===== src/rtl/fetch_pkg.sv =====
// Shared definitions for the PC register / instruction-fetch sequencer.
package fetch_pkg;

  localparam int WORD_W = 32;
  localparam logic [WORD_W-1:0] FETCH_RESET_PC = 32'h0000_0000;

  typedef enum logic [1:0] {
    ST_IDLE  = 2'd0,
    ST_FETCH = 2'd1,
    ST_HAVE  = 2'd2,
    ST_FAULT = 2'd3
  } fetch_state_t;

endpackage


===== src/rtl/pc_fetch.sv =====
// Architectural PC plus fetch sequencer: requests the word at pc, holds it for
// the next-PC logic, and loads next_pc when downstream accepts.
module pc_fetch
  import fetch_pkg::*;
#(
  parameter logic [WORD_W-1:0] RESET_PC = FETCH_RESET_PC,
  parameter int                CNT_W    = 32
) (
  input  logic              clk,
  input  logic              rst,
  output logic              imem_req,
  output logic [WORD_W-1:0] imem_addr,
  input  logic              imem_ack,
  input  logic              imem_err,
  input  logic [WORD_W-1:0] imem_rdata,
  output logic [WORD_W-1:0] pc,
  output logic [WORD_W-1:0] instr,
  output logic              instr_valid,
  input  logic              issue_ready,
  input  logic [WORD_W-1:0] next_pc,
  output logic [CNT_W-1:0]  retired,
  output logic              fault
);

  fetch_state_t state, state_nxt;
  logic         capture;
  logic         accept;

  always_ff @(posedge clk or posedge rst) begin
    if (rst) state <= ST_IDLE;
    else     state <= state_nxt;
  end

  // Handshake outputs depend on state only, so no input reaches them combinationally.
  always_comb begin
    state_nxt   = state;
    imem_req    = 1'b0;
    instr_valid = 1'b0;
    fault       = 1'b0;
    capture     = 1'b0;
    accept      = 1'b0;
    case (state)
      ST_IDLE: state_nxt = ST_FETCH;
      ST_FETCH: begin
        imem_req = 1'b1;
        if (imem_ack) begin
          capture   = !imem_err;
          state_nxt = imem_err ? ST_FAULT : ST_HAVE;
        end
      end
      ST_HAVE: begin
        instr_valid = 1'b1;
        accept      = issue_ready;
        if (issue_ready) state_nxt = ST_FETCH;
      end
      ST_FAULT: fault = 1'b1;
      default:  state_nxt = ST_IDLE;
    endcase
  end

  always_ff @(posedge clk or posedge rst) begin
    if (rst) begin
      pc      <= RESET_PC;
      instr   <= '0;
      retired <= '0;
    end else begin
      if (capture) instr <= imem_rdata;
      if (accept) begin
        pc      <= next_pc;
        retired <= retired + CNT_W'(1);
      end
    end
  end

  assign imem_addr = pc;

endmodule


===== config.mk =====
export PLATFORM = sky130hd
export DESIGN_NAME = pc_fetch
export DESIGN_NICKNAME = d
export VERILOG_FILES = /design/src/rtl/fetch_pkg.sv /design/src/rtl/pc_fetch.sv
export SDC_FILE = /design/constraint.sdc
export NUM_CORES = 1
export LEC_CHECK = 0
export CORE_UTILIZATION = 41
export DETAILED_ROUTE_END_ITERATION = 8
export GPL_TIMING_DRIVEN = 1
export PLACE_DENSITY = 0.82
export SYNTH_ARGS = -nofsm -noshare
export SYNTH_HDL_FRONTEND = slang
export SYNTH_SLANG_ARGS = --single-unit

===== constraint.sdc =====
create_clock -name clk -period 4.2 [get_ports clk]
set_clock_uncertainty 0.15 [all_clocks]
set_input_delay 0.63 -clock clk [delete_from_list [all_inputs] [get_ports clk]]
set_output_delay 0.63 -clock clk [all_outputs]
set_load 0.02 [all_outputs]

==> Word level (Yosys, flattened, before mapping) <==
Cells that the tools add are included.
{ "word_totals": {"word_cells": 24, "input_bits": 69, "out_inout_bits": 131, "ff_bits": 98} }
{ "classes": {"add_sub_neg": 1, "n_mux": 10, "n_reduce_logical": 4, "n_eq_ne": 5} }
{ "ops": {"columns": ["operator", "n"], "rows": [
  ["adder 32 x 1 -> 32 bit (second input constant)", 1],
  ["2-to-1 mux 1 bit", 7],
  ["one-hot mux 2 bit (3 select lines)", 1],
  ["== test 2 bit (second input constant)", 2],
  ["2-to-1 mux 2 bit", 2],
  ["inequality test 2 bit (second input constant)", 2],
  ["AND reduction 3 bit", 1],
  ["nonzero test 3 bit", 1],
  ["== test 2 x 1 -> 1 bit (second input constant)", 1],
  ["logical NOT 2 bit", 1],
  ["logical NOT 1 bit", 1]
]} }

==> Longest topological paths before layout <==
{ "logic_depth": {"word_depth": 3, "ltp_mapped": 5, "depth_no_buf": 4} }

==> Least setup slack after synthesis <==
No wires, ideal clock.
{ "synth_timing": {"path_kind": "flip-flop to flip-flop", "from": "reg state[1]", "to": "reg instr[10]", "t_arrival_ns": 1.659, "required_ns": 3.925, "path_stages_with_launch": 6, "setup_slack_ns": 2.266, "setup_ns": 0.125, "path_cell_list": "dfrtp_1 > nor2b_1 > and3b_1 > buf_2 > buf_2 > mux2_2"} }
{ "synth_via": {"elab_chain_cells": 2} }
{ "synth_rtl": {"columns": ["item", "line_no", "source"], "rows": [
  ["start, declared", "pc_fetch.sv:25", "fetch_state_t state, state_nxt;"],
  ["start signal, assigned", "pc_fetch.sv:31", "else state <= state_nxt;"],
  ["== test 2 x 1 -> 1 bit", "pc_fetch.sv:42", "case (state)"],
  ["2-to-1 mux 1 bit", "pc_fetch.sv:42", null],
  ["end signal, assigned", "pc_fetch.sv:67", "if (capture) instr <= imem_rdata;"],
  ["end, declared", "pc_fetch.sv:17", "output logic [WORD_W-1:0] instr,"]
]} }
Every way passes these cells.
A chain may end at the register's enable or synchronous reset.

==> Worst setup path in the final report <==
{ "layout_timing": {"from": "reg state[0]", "to": "out instr_valid"} }
{ "layout_via": {"elab_chain_cells": 2} }
{ "layout_rtl": {"columns": ["item", "line_no", "source"], "rows": [
  ["== test 2 bit", "pc_fetch.sv:42", null],
  ["2-to-1 mux 1 bit", "pc_fetch.sv:42", null],
  ["end, declared", "pc_fetch.sv:18", "output logic instr_valid,"]
]} }
Every way passes these cells.

==> summary.md <==
| Metric | Value |
|---|---|
| H-tree Lvls | 3 |
| WHS Path Cells | 1 |
| Synth Area in Simple Gates | between 9 and 10% |
| Post-layout minimum cycle time | between 2 and 2.5 ns |
| RSZ-0062 raised after global routing | no |
| TNS Setup | 0 ns |
| Worst hold path class | reg -> reg |
| # clock sinks | 98 |
| Setup violations, final | 0 |
| All-Layer GR Usage | a little under a fifth |
| Mux cell area share after synthesis | between 15 and 20% |
| Layout cells sized above 1 | 18.5% |
| Post-CTS Setup Bufs | 0 |
| Hold Violations, Final | 0 |
| DR iter-0 viols | 47 |
| Placer Congestion | 0.733 |
| Top_reg_cell synth | dfrtp_1 |
| I/O pin count | 200 |
| Post-route worst setup slack | ~1.8 ns |
| Yosys top cell area share | approximately three fifths |
| WP data arrival | between 1.5 and 2 ns |
| # nets final | about 550 |
| Root buffer cell | clkbuf_8 |
| Xor and xnor area share after synthesis | ~6.5% |
| Clock Path Buffers | 2 |
| DRC Markers | 0 |
| Pwr Total | approximately 2.5 mW |
| Cell Rows | 36 |
| Reg clk slew, reported paths | approximately 0.1 ns |
| Max Cap Violations | 0 |
| Final period utilization | between 50% and 60% |
| Worst slack, placed | between 1.5 and 2 ns |
| Relative slew slack | about 58% |
| DR vias | between 2,000 and 3,000 |
| Number of flops mapped to enable cells by yosys | 0 |
| Slowest cell on the critical path | clkdlybuf4s50_1 |
| Ys Warns | 0 |
| Max Slew Vio Count | 0 |
| Mean area per synthesized cell | ~14 um2 |
| Area share of fa/ha/maj cells after synthesis | 0.299% |
| Horiz. Die Dim | around 100 um |
| Fill cells | roughly 800 |
| N_diodes | 0 |
| Async set-reset flop share out of synthesis | 100% |
| Vias in the first global route | a little over 3,000 |
| HPWL after DPL | around 7.1 mm |
| Crit start category | register |
| R2r worst-path depth | 4 |
| Placed cells | a little over 600 |
| Post-synthesis cell area | about 4200 um2 |
| Area Overhead vs Synth | 51.1% |
| Clk_lat worst skew | 0.35 ns |
| Synth area leaders | dfrtp_1 (59%), mux2_2 (17%), buf_4 (5.9%), xnor2_1 (3.8%), xor2_1 (2.7%) |
| Worst setup EP type | output pin |
| Router iterations before antenna repair | 4 |
| Initial antenna violation count | 0 |
| Hold Startpoint | retired[29]$_DFFE_PP0P_ |
| DRT antenna net count | 0 |
| R2R Setup Slk | between 2 and 2.5 ns |
| Hold Buf Count CTS | 0 |
| Via density | 4.79 |
| Core region area | between 9000 and 10,000 um2 |
| Num CTS Buffers | 9 |
| Pin count of the biggest net entering global routing | about 100 |
| Die Ht | roughly 100 um |
| Setup Crit Path Kind | reg -> out |
| Initial Utilization | 42.7% |
| Synth area leader | dfrtp_1 |
| Mapped Nets | 380 |
| FF-to-FF End | retired[26]$_DFFE_PP0P_ |
| Worst path cell trace | nand2b_1, inv_1, clkdlybuf4s50_1 |
| Full die area | approximately 11,000 um2 |
| RR Startpoint | retired[18]$_DFFE_PP0P_ |
| Crit path max fanout | 6 |
| Core Util, Final | 64.5% |
| Leak Pwr | around 2.8 nW |
| P per Cell Area | 393 nW/um2 |
| Largest family of logic cells by synthesized area | multiplexers |
| Compound-cell area share of the yosys netlist | less than 1% |
| Post-Route WL | between 9 and 10 mm |
| CTS tree | yes |
| Library cells used by synthesis | 25 |
| Crit path from | state[0]$_DFFE_PP0P_ |
| Achievable Freq | 409 MHz |
| Outcome | completed |
| #FFs+latches synth | between 90 and 100 |
| Resized cells post-CTS | 0 |
| Global route overflow | 0 |
| Worst Hold End | retired[29]$_DFFE_PP0P_ |
| Peak supply drop | a little over 200 uV |
| Max incr delay on CP | between 0.6 and 0.7 ns |
| First-pass GRT wire length | about 15 mm |
| Post-synthesis sequential area ratio | between 50 and 60% |
| Cells after Synth | between 300 and 400 |
| Avg WL per Cell | 15.5 um |
| Port bufs | just under 200 |
| Finished Layout Cells | 620 |
| Required @ worst endpoint | 3.42 ns |
| Worst-Margin Slew | 0.628 ns |
## worst max-delay path, delay by kind of cell (launching register included)
family	cells	cell delay, ns
buffers and inverters	2	0.70
and+or+nand+nor	1	0.20
DFF	1	0.42
## kinds of logic (layout without fill, tap and decap cells)
kind of cell / count (synthesis) / after routing
AO/OA/AOI/OAI: 2 / 2
adder cells (fa/ha/maj): 1 / 1
buffers and inverters: 47 / 224
multiplexers: 65 / 65
AND/OR/NAND/NOR: 66 / 66
XOR/XNOR: 31 / 31
flip-flops: 98 / 98
## state kept, by name, summed over array words and instances, names as in the netlist
signal / count
retired: 32
imem_addr: 32
instr: 32
state: 2
## cell usage after synthesis, drive strengths merged (2+ instances only)
master / number
nor4: 4
and3b: 2
xnor2: 18
nand2: 9
inv: 6
mux2: 65
nor2: 8
and4: 5
nor3: 4
nand3: 12
buf: 40
dfrtp: 98
and2: 2
and3: 4
xor2: 13
o21ai: 2
nand4: 13
## worst max-delay path by stage
stage,endpoint,cells past startpoint
final,instr_valid,3
after global routing,instr_valid,3
after CTS,instr_valid,3
after detailed placement,imem_addr[2]$_DFFE_PP0P_,4
after global placement,imem_addr[2]$_DFFE_PP0P_,4
after floorplan,imem_addr[0]$_DFFE_PP0P_,1
## through the flow
stage | hold WS [ns] | instance area, um2
after floorplan | 0.368 | 4190
after global placement | 0.331 | 6100
after detailed placement | 0.337 | 6100
after CTS | 0.359 | 6330
after global routing | 0.387 | 6330
final | 0.357 | 6330
## routing by layer
| metal | track usage, % | wire length, um | vias to the layer above |
|---|---|---|---|
| met3 | 5.08 | 651 | 10 |
| li1 | - | - | 1385 |
| met5 | 0 | 0 | - |
| met4 | 6.07 | 108 | 0 |
| met2 | 31.5 | 5140 | 107 |
| met1 | 21.7 | 3740 | 1467 |
## power by group
part	switching (mW)	internal [mW]
Clock	0.338	0.360
Sequential	0.0699	1.04
Combinational	0.307	0.374
## cell usage in the layout (no fill, tap or decap), types with 2 or more instances in the layout
cell type and instances:
nand3_1 12, inv_1 5, clkdlybuf4s50_1 199, and4_1 5
bufinv_16 2, nand4_2 2, mux2_2 65, xnor2_1 18
and2_1 2, nor3_1 4, inv_6 3, nor4_1 3
and3_1 4, nand2_1 9, nor2_1 8, o21ai_0 2
clkbuf_8 10, nand4_1 11, xor2_1 13, buf_4 2
dfrtp_1 98
## cell type report
cell class              instances  area [um2]  share of cell area [%]
inverters                       6        25.0                   0.395
clock buffers                  10         138                    2.17
clock inverters                 6        95.1                    1.50
well taps                     133         166                    2.63
multi-input cells             165        1430                    22.6
repair buffers                202        2030                    32.0
flip-flops and latches         98        2450                    38.7
Power figures use the tool's default switching activity.
